### src/rtl/r_rom_pkg.sv
// Shared definitions for the ROM read path: FSM states, byte counts and the
// fill pattern returned when a ROM read times out.
package r_rom_pkg;

    typedef enum logic [1:0] {
        S_CMD = 2'd0,
        S_REQ = 2'd1,
        S_RSP = 2'd2
    } state_e;

    localparam int          CMD_BYTES = 8;
    localparam int          RSP_BYTES = 8;
    localparam logic [63:0] ERR_DATA  = 64'hFFFF_FFFF_FFFF_FFFF;

    // True when a 4-bit byte counter has just reached the last byte of a word.
    function automatic logic is_last_byte(input logic [3:0] cnt, input int total);
        return cnt == 4'(total - 1);
    endfunction

endpackage

### src/rtl/r_rom_shift64.sv
// 64-bit byte shift register. A shift moves the word down one byte and inserts
// shift_in at the top, so eight shifts assemble a little-endian word (address
// deserialiser) or stream a word out low byte first (data serialiser).
module r_rom_shift64 (
    input  logic        clk,
    input  logic        rst_n,
    input  logic        load,
    input  logic [63:0] load_data,
    input  logic        shift,
    input  logic [7:0]  shift_in,
    output logic [63:0] q
);

    logic [63:0] q_q;
    logic [63:0] q_d;

    // Load has priority over shift; otherwise hold.
    always_comb begin
        q_d = q_q;
        if (load) begin
            q_d = load_data;
        end else if (shift) begin
            q_d = {shift_in, q_q[63:8]};
        end
    end

    // Word register, cleared by reset.
    always_ff @(posedge clk or negedge rst_n) begin
        if (!rst_n) begin
            q_q <= '0;
        end else begin
            q_q <= q_d;
        end
    end

    assign q = q_q;

endmodule

### src/rtl/r_rom_backend.sv
// ROM backend: pops an 8-byte little-endian address from the command FIFO,
// performs one 64-bit ROM read (or flags out-of-range / timeout), and pushes
// the 8 data bytes, low byte first, into the response FIFO. One command at a
// time.
//
// Handshakes: a FIFO pop/push happens on every cycle its enable is high; the
// enables already include ~cmd_empty / ~rsp_full. rom_req is held high until
// the cycle rom_ack is seen (or the wait times out); rom_rdata is taken in the
// ack cycle.
module r_rom_backend
    import r_rom_pkg::*;
#(
    parameter int          ROM_AW      = 12,
    parameter logic [63:0] ROM_BASE    = 64'h0000_0000_0000_1000,
    parameter int          ACK_TIMEOUT = 255
) (
    input  logic              clk,
    input  logic              rst_n,
    input  logic              cmd_empty,
    output logic              cmd_rd_en,
    input  logic [7:0]        cmd_dout,
    input  logic              rsp_full,
    output logic              rsp_wr_en,
    output logic [7:0]        rsp_din,
    output logic              rom_req,
    output logic [ROM_AW-1:0] rom_addr,
    input  logic              rom_ack,
    input  logic [63:0]       rom_rdata,
    output logic              err
);

    localparam int                WAIT_W   = $clog2(ACK_TIMEOUT + 1);
    localparam logic [WAIT_W-1:0] WAIT_MAX = WAIT_W'(ACK_TIMEOUT);

    state_e              state_q, state_d;
    logic [3:0]          issued_q, issued_d;
    logic [3:0]          rx_q, rx_d;
    logic [3:0]          tx_q, tx_d;
    logic [WAIT_W-1:0]   wait_q, wait_d;
    logic                pend_q, pend_d;
    logic                rom_req_q, rom_req_d;
    logic [ROM_AW-1:0]   rom_addr_q, rom_addr_d;
    logic                err_q, err_d;

    logic [63:0]         addr_word;
    logic [63:0]         data_word;
    logic                data_load;
    logic [63:0]         data_load_val;
    logic                data_shift;

    logic [63:0]         addr_next;
    logic [60:0]         word_off;
    logic                in_range;
    logic                last_capture;
    logic                ack_hit;
    logic                timeout_hit;
    logic                unused_bits;

    // Address deserialiser: each captured command byte enters at the top.
    r_rom_shift64 u_addr_sr (
        .clk       (clk),
        .rst_n     (rst_n),
        .load      (1'b0),
        .load_data (64'h0),
        .shift     (pend_q),
        .shift_in  (cmd_dout),
        .q         (addr_word)
    );

    // Data serialiser: loaded with the read result, drained low byte first.
    r_rom_shift64 u_data_sr (
        .clk       (clk),
        .rst_n     (rst_n),
        .load      (data_load),
        .load_data (data_load_val),
        .shift     (data_shift),
        .shift_in  (8'h00),
        .q         (data_word)
    );

    // Range decode on the address as it will look once the current byte lands,
    // so the request can be raised on the same edge that captures the 8th byte.
    always_comb begin
        addr_next    = {cmd_dout, addr_word[63:8]};
        word_off     = addr_next[63:3] - ROM_BASE[63:3];
        in_range     = (addr_next[63:3] >= ROM_BASE[63:3]) && (word_off[60:ROM_AW] == '0);
        last_capture = pend_q && is_last_byte(rx_q, CMD_BYTES);
        ack_hit      = (state_q == S_REQ) && rom_ack;
        timeout_hit  = (state_q == S_REQ) && !rom_ack && (wait_q == WAIT_MAX);
    end

    // Low address bits select a byte within the word and are not needed.
    assign unused_bits = ^{addr_word[7:0], addr_next[2:0], data_word[63:8]};

    // FSM state register.
    always_ff @(posedge clk or negedge rst_n) begin
        if (!rst_n) begin
            state_q <= S_CMD;
        end else begin
            state_q <= state_d;
        end
    end

    // FSM next-state logic.
    always_comb begin
        state_d = state_q;
        case (state_q)
            S_CMD: if (last_capture) state_d = in_range ? S_REQ : S_RSP;
            S_REQ: if (ack_hit || timeout_hit) state_d = S_RSP;
            S_RSP: if (rsp_wr_en && is_last_byte(tx_q, RSP_BYTES)) state_d = S_CMD;
            default: state_d = S_CMD;
        endcase
    end

    // FSM outputs: FIFO enables, gated by reset so they read 0 while held.
    always_comb begin
        cmd_rd_en = 1'b0;
        rsp_wr_en = 1'b0;
        case (state_q)
            S_CMD:   cmd_rd_en = rst_n & ~cmd_empty & (issued_q < 4'(CMD_BYTES));
            S_RSP:   rsp_wr_en = rst_n & ~rsp_full;
            default: ;
        endcase
    end

    // Counters, request/address/error registers and serialiser controls.
    always_comb begin
        issued_d      = issued_q;
        rx_d          = rx_q;
        tx_d          = tx_q;
        wait_d        = '0;
        pend_d        = 1'b0;
        rom_req_d     = rom_req_q;
        rom_addr_d    = rom_addr_q;
        err_d         = 1'b0;
        data_load     = 1'b0;
        data_load_val = '0;
        data_shift    = 1'b0;
        case (state_q)
            S_CMD: begin
                pend_d   = cmd_rd_en;
                issued_d = issued_q + 4'(cmd_rd_en);
                rx_d     = rx_q + 4'(pend_q);
                if (last_capture) begin
                    if (in_range) begin
                        rom_addr_d = word_off[ROM_AW-1:0];
                        rom_req_d  = 1'b1;
                    end else begin
                        data_load     = 1'b1;
                        data_load_val = 64'h0;
                        err_d         = 1'b1;
                    end
                end
            end
            S_REQ: begin
                wait_d = (wait_q == WAIT_MAX) ? wait_q : wait_q + WAIT_W'(1);
                if (rom_ack) begin
                    data_load     = 1'b1;
                    data_load_val = rom_rdata;
                    rom_req_d     = 1'b0;
                end else if (wait_q == WAIT_MAX) begin
                    data_load     = 1'b1;
                    data_load_val = ERR_DATA;
                    err_d         = 1'b1;
                    rom_req_d     = 1'b0;
                end
            end
            S_RSP: begin
                if (rsp_wr_en) begin
                    data_shift = 1'b1;
                    if (is_last_byte(tx_q, RSP_BYTES)) begin
                        issued_d = '0;
                        rx_d     = '0;
                        tx_d     = '0;
                    end else begin
                        tx_d = tx_q + 4'd1;
                    end
                end
            end
            default: ;
        endcase
    end

    // Datapath and control registers.
    always_ff @(posedge clk or negedge rst_n) begin
        if (!rst_n) begin
            issued_q   <= '0;
            rx_q       <= '0;
            tx_q       <= '0;
            wait_q     <= '0;
            pend_q     <= 1'b0;
            rom_req_q  <= 1'b0;
            rom_addr_q <= '0;
            err_q      <= 1'b0;
        end else begin
            issued_q   <= issued_d;
            rx_q       <= rx_d;
            tx_q       <= tx_d;
            wait_q     <= wait_d;
            pend_q     <= pend_d;
            rom_req_q  <= rom_req_d;
            rom_addr_q <= rom_addr_d;
            err_q      <= err_d;
        end
    end

    assign rsp_din  = data_word[7:0];
    assign rom_req  = rom_req_q;
    assign rom_addr = rom_addr_q;
    assign err      = err_q;

endmodule

### config.mk
export PLATFORM = sky130hd
export DESIGN_NAME = r_rom_backend
export DESIGN_NICKNAME = d
export VERILOG_FILES = /design/src/rtl/r_rom_pkg.sv /design/src/rtl/r_rom_shift64.sv /design/src/rtl/r_rom_backend.sv
export SDC_FILE = /design/constraint.sdc
export NUM_CORES = 1
export LEC_CHECK = 0
export ABC_AREA = 1
export CORE_MARGIN = 8
export CORE_UTILIZATION = 37
export CTS_CLUSTER_SIZE = 30
export DETAILED_ROUTE_END_ITERATION = 8
export PLACE_DENSITY = 0.68
export SKIP_CTS_REPAIR_TIMING = 1
export SYNTH_ARGS = -nofsm -noshare
export SYNTH_HDL_FRONTEND = slang
export SYNTH_HIERARCHICAL = 1
export SYNTH_SLANG_ARGS = --single-unit
export TNS_END_PERCENT = 5
### constraint.sdc
create_clock -name clk -period 3.7 [get_ports clk]
set_clock_uncertainty 0.05 [all_clocks]
set_input_delay 0.555 -clock clk [delete_from_list [all_inputs] [get_ports clk]]
set_output_delay 0.555 -clock clk [all_outputs]
set_load 0.01 [all_outputs]
# == Word level (Yosys, flattened, before mapping) ==
# Index checks and enable logic that the tools add are counted.
# totals
register_bits,165
in_bits,77
out_inout_bits,24
wordCells,88
# op_classes
n_addsub,5
magnitude_cmp,2
n_eq_ne,13
muxes,34
bitwise_logic,5
reduce_logical,18
# op_table
operator,n
2-to-1 mux 64 bit,5
greater-or-equal comparator 61 x 10 -> 1 bit (second input constant),1
subtractor 61 x 10 -> 61 bit (second input constant),1
zero test 49 bit,1
2-to-1 mux 8 bit,2
case mux 4 bit (2 select lines),2
2-to-1 mux 1 bit,14
2-to-1 mux 4 bit,3
inequality test 2 bit (second input constant),6
AND reduction 3 bit,3
adder 4 x 1 -> 4 bit,2
adder 8 x 1 -> 8 bit (second input constant),1
equality test 4 x 3 -> 1 bit (second input constant),2
equality test 8 bit (second input constant),1
2-to-1 mux 2 bit,4
logical AND 1 bit,6
case mux 1 bit (2 select lines),3
case mux 2 bit (3 select lines),1
nonzero test 2 bit,3
adder 4 x 1 -> 4 bit (second input constant),1
less-than comparator 4 bit (second input constant),1
AND reduction 4 bit,1
bitwise AND 1 bit,3
inequality test 3 x 2 -> 1 bit (second input constant),1
8 further kinds,9

# == Logic depth before layout (Yosys ltp) ==
# depth
ltp_word,7
depth_mapped,21
mapped_depth_nobuf,20

# == By module ==
# Netlist, hierarchy kept.
# modules_own_cells
module,instances,cells_per_inst,area_each_um2,seq_area_each_um2
r_rom_shift64,2,348,2887.8,1601.5
r_rom_backend,1,804,4393.0,925.9

# == Worst setup path before layout ==
# Ideal clock, no wire load.
# synth_path
path_kind,register -> register
from,"register u_addr_sr.q_q[20], in the netlist u_addr_sr/q[20]"
to,"register u_data_sr.q_q[53], in the netlist u_data_sr/q[53]"
setup_ps,124
arrival_ps,2562
t_required_ps,3526
setup_slack_ps,963
path_stages_with_launch,22
path_buffers,2
period_less_slack_ps,2737
cell_sequence,dfrtp_1 > inv_1 > ha_1 > nand2_2 > nor2_8 > nand2_2 > nor2_4 > nand2_1 > nand2_1 > nand2_1 > inv_1 > nand2_1 > nor2_1 > nand2_1 > nor2_2 > nand2_1 > nand3_1 > o21ai_0 > buf_4 > buf_4 > nand2_1 > nand3_1
# synth_via
elab_chain_len,7
elab_cells_between_ends,9
classes_between,add/sub (1); order compare (1); mux (4); reduce/logical (3)
# synth_lines
item,line,text
from (decl),r_rom_shift64.sv:14,logic [63:0] q_q;
from (signal assigned),r_rom_shift64.sv:32,q_q <= q_d;
subtractor 61 x 10 -> 61 bit,r_rom_backend.sv:85,word_off = addr_next[63:3] - ROM_BASE[63:3];
zero test 49 bit,r_rom_backend.sv:86,in_range = (addr_next[63:3] >= ROM_BASE[63:3]) && (word_off[60:ROM_AW] == '0);
logical AND 1 bit *,r_rom_backend.sv:86,
2-to-1 mux 1 bit *,r_rom_backend.sv:145,if (in_range) begin
2-to-1 mux 1 bit *,r_rom_backend.sv:144,if (last_capture) begin
case mux 1 bit (2 select lines) *,r_rom_backend.sv:139,case (state_q)
via data_load,r_rom_backend.sv:47,logic data_load;
2-to-1 mux 64 bit / nonzero test 2 bit (equally long branches),--,
to (signal assigned),r_rom_shift64.sv:32,
to (decl),r_rom_shift64.sv:14,
# Mark *: on every way through the listed nets, which the timed path passes. The rest lies on a longest branch.
# A chain may end at the register's enable or synchronous reset.

# == Worst setup path after layout ==
# layout_path
from,"register u_addr_sr.q_q[20], in the netlist u_addr_sr/q[20]"
to,"register u_data_sr.q_q[12], in the netlist u_data_sr/q[12]"
# Same word-level chain as after synthesis.

==> impl_metrics.json <==
{
  "drc_errors": 0,
  "r2r_slack_ps": 320,
  "setup_viol": 0,
  "wl_per_cell_um": 14.8,
  "diodes": 0,
  "htree_levels": 4,
  "cts_tree": "built",
  "drv_cap": 0,
  "num_io_pins": 101,
  "detailedPlacementHpwl_um": 20400,
  "period_share_pct": 91.5,
  "num_rows": 59,
  "vias_per_cell": 5.03,
  "path_max_fanout": 17,
  "cp_num_buf_inv": 3,
  "tightest_slew_ps": 903,
  "die_y_um": 178,
  "clk_latency_ps": 430,
  "dr.pass1.iters": 5,
  "gr-total-overflow": 0,
  "min_period_ps": 3380,
  "final.setup.tns_ps": 0,
  "hold_viol": 0,
  "run_status": "complete, no violations",
  "area_growth_pct": 21.7,
  "hold_class": "primary input to async pin",
  "nNetsFinal": 1658,
  "path_clk_slew_ps": 80,
  "path_delay_family": "simple AND/OR/NAND/NOR gates",
  "ys_warn_count": 6,
  "die_x_um": 178,
  "antenna_found_initial": 0,
  "powerDensity_nw_per_um2": 470,
  "grt_use_met3_pct": 2.91,
  "clock-sinks": 154,
  "endpoint_kind": "flip-flop",
  "final_util_pct": 45.5,
  "core-area_um2": 25900,
  "rsz0062_at_grt": "no",
  "p_leak_nw": 5.39,
  "vias": 9669,
  "grt_pass1_vias": 9086,
  "clockRootBuffer": "clkbuf_16",
  "grt.met1_usage_pct": 25.7,
  "crit_chain": "inv_1, ha_1, nand2_2, nor2_1, nand2_1, nor2_1, nand2_1, xnor2_1, nor2_1, nand3_1, nor2_2, nand2_1, nand3_1, o21ai_4, inv_2, buf_4, nand3_1, nand3_1",
  "slew_headroom_pct": 39.8,
  "worstSetupPathType": "flip-flop to flip-flop",
  "crit_slowest_cell": "dfrtp_1",
  "grt_use_total_pct": 18.2,
  "grt.busiest_layer": "met2",
  "drv_slew": 0,
  "start_util_pct": 37.4,
  "avgSynthCellArea_um2": 6.72,
  "numCtsBuffers": 17,
  "port_buffers": 100,
  "crit_path_frequent_cell": "nand3_1",
  "grt_first_pass_wirelength_um": 46900,
  "use_met2_pct": 28.4,
  "drt-initial-drc-count": 860,
  "cp.arrival_ps": 3700,
  "place_congestion": 0.905,
  "critPathLaunchType": "flip-flop",
  "ant_nets": 0,
  "syn_area_um2": 9680,
  "vdd_drop_max_mv": 0.323,
  "synth_cells": 1442,
  "layout-drive-gt1-share_pct": 6.87,
  "wirelength_um": 28400,
  "die_area_um2": 31600,
  "cpPeakStageDelay_ps": 420,
  "cts_buffer_depth": 2,
  "grt_start_max_net_pins": 71,
  "fmax_mhz": 296,
  "worstPathRequired_ps": 4020
}
## cell type report
class	instances	area (µm²)
Inverter	80	300
Fill cell	2628	14100
Timing Repair Buffer	124	1210
Clock inverter	14	170
Clock buffer	18	439
Multi-Input combinational cell	1197	5400
Tap cell	335	419
Sequential cell	154	3850
## layer usage
layer / vias up / wire length (µm)
li1: 4873 / -
met5: - / 0
met3: 27 / 1340
met1: 4557 / 13700
met4: 0 / 369
met2: 212 / 13000
## where the power goes
group          switching, mW  leakage, nW  total, mW  internal [mW]
registers              0.374         1.99       2.45           2.08
clock network          0.846        0.297       1.78          0.934
logic                  0.792         3.10       1.31          0.515
## state kept, by name, indices dropped and copies added (netlist names)
| register | flops |
|---|---|
| rx_q | 4 |
| err | 1 |
| u_data_sr/q | 64 |
| wait_q | 8 |
| tx_q | 4 |
| rom_addr | 12 |
| rom_req | 1 |
| u_addr_sr/q | 53 |
| state_q | 2 |
| issued_q | 4 |
| pend_q | 1 |
## layout by cell type, fill, tap and decap left out, drive strengths merged
cell type,count
nand2,469
nand3,273
nor2,232
dfrtp,154
clkdlybuf4s50,99
inv,87
nor3,69
conb,64
o21ai,27
buf,25
nand4,18
clkbuf,18
a21oi,14
ha,7
clkinv,7
nand3b,6
xnor2,5
and2,4
xor2,3
nor4,2
o21bai,1
o31ai,1
a22oi,1
and3,1
## per-stage QoR
stage / hold slack (ps) / instance area [µm²] / setup WS, ps / total power, mW / std cells
after floorplan: 209 / 9920 / 963 / 3.26 / 1505
after global placement: 391 / 11200 / 142 / 3.72 / 1890
after detailed placement: 406 / 11200 / 110 / 3.77 / 1890
after CTS: 153 / 11800 / 283 / 5.57 / 1922
after global routing: 183 / 11800 / 54.7 / 5.89 / 1922
final: 151 / 11800 / 316 / 5.54 / 1922
## path summary, 6_finish.rpt
kind | from | cells past startpoint | endpoint
hold reg to reg | tx_q[3] | 1 | tx_q[3]
setup / recovery | u_addr_sr/q[20] | 18 | u_data_sr/q[12]
min in group clk | rst_n | 3 | pend_q
hold / removal | rst_n | 2 | u_addr_sr/q[49]
setup reg to reg | u_addr_sr/q[20] | 18 | u_data_sr/q[12]
max in group asynchronous | rst_n | 3 | u_data_sr/q[17]
No activity file was read; power rests on OpenSTA's default activity.
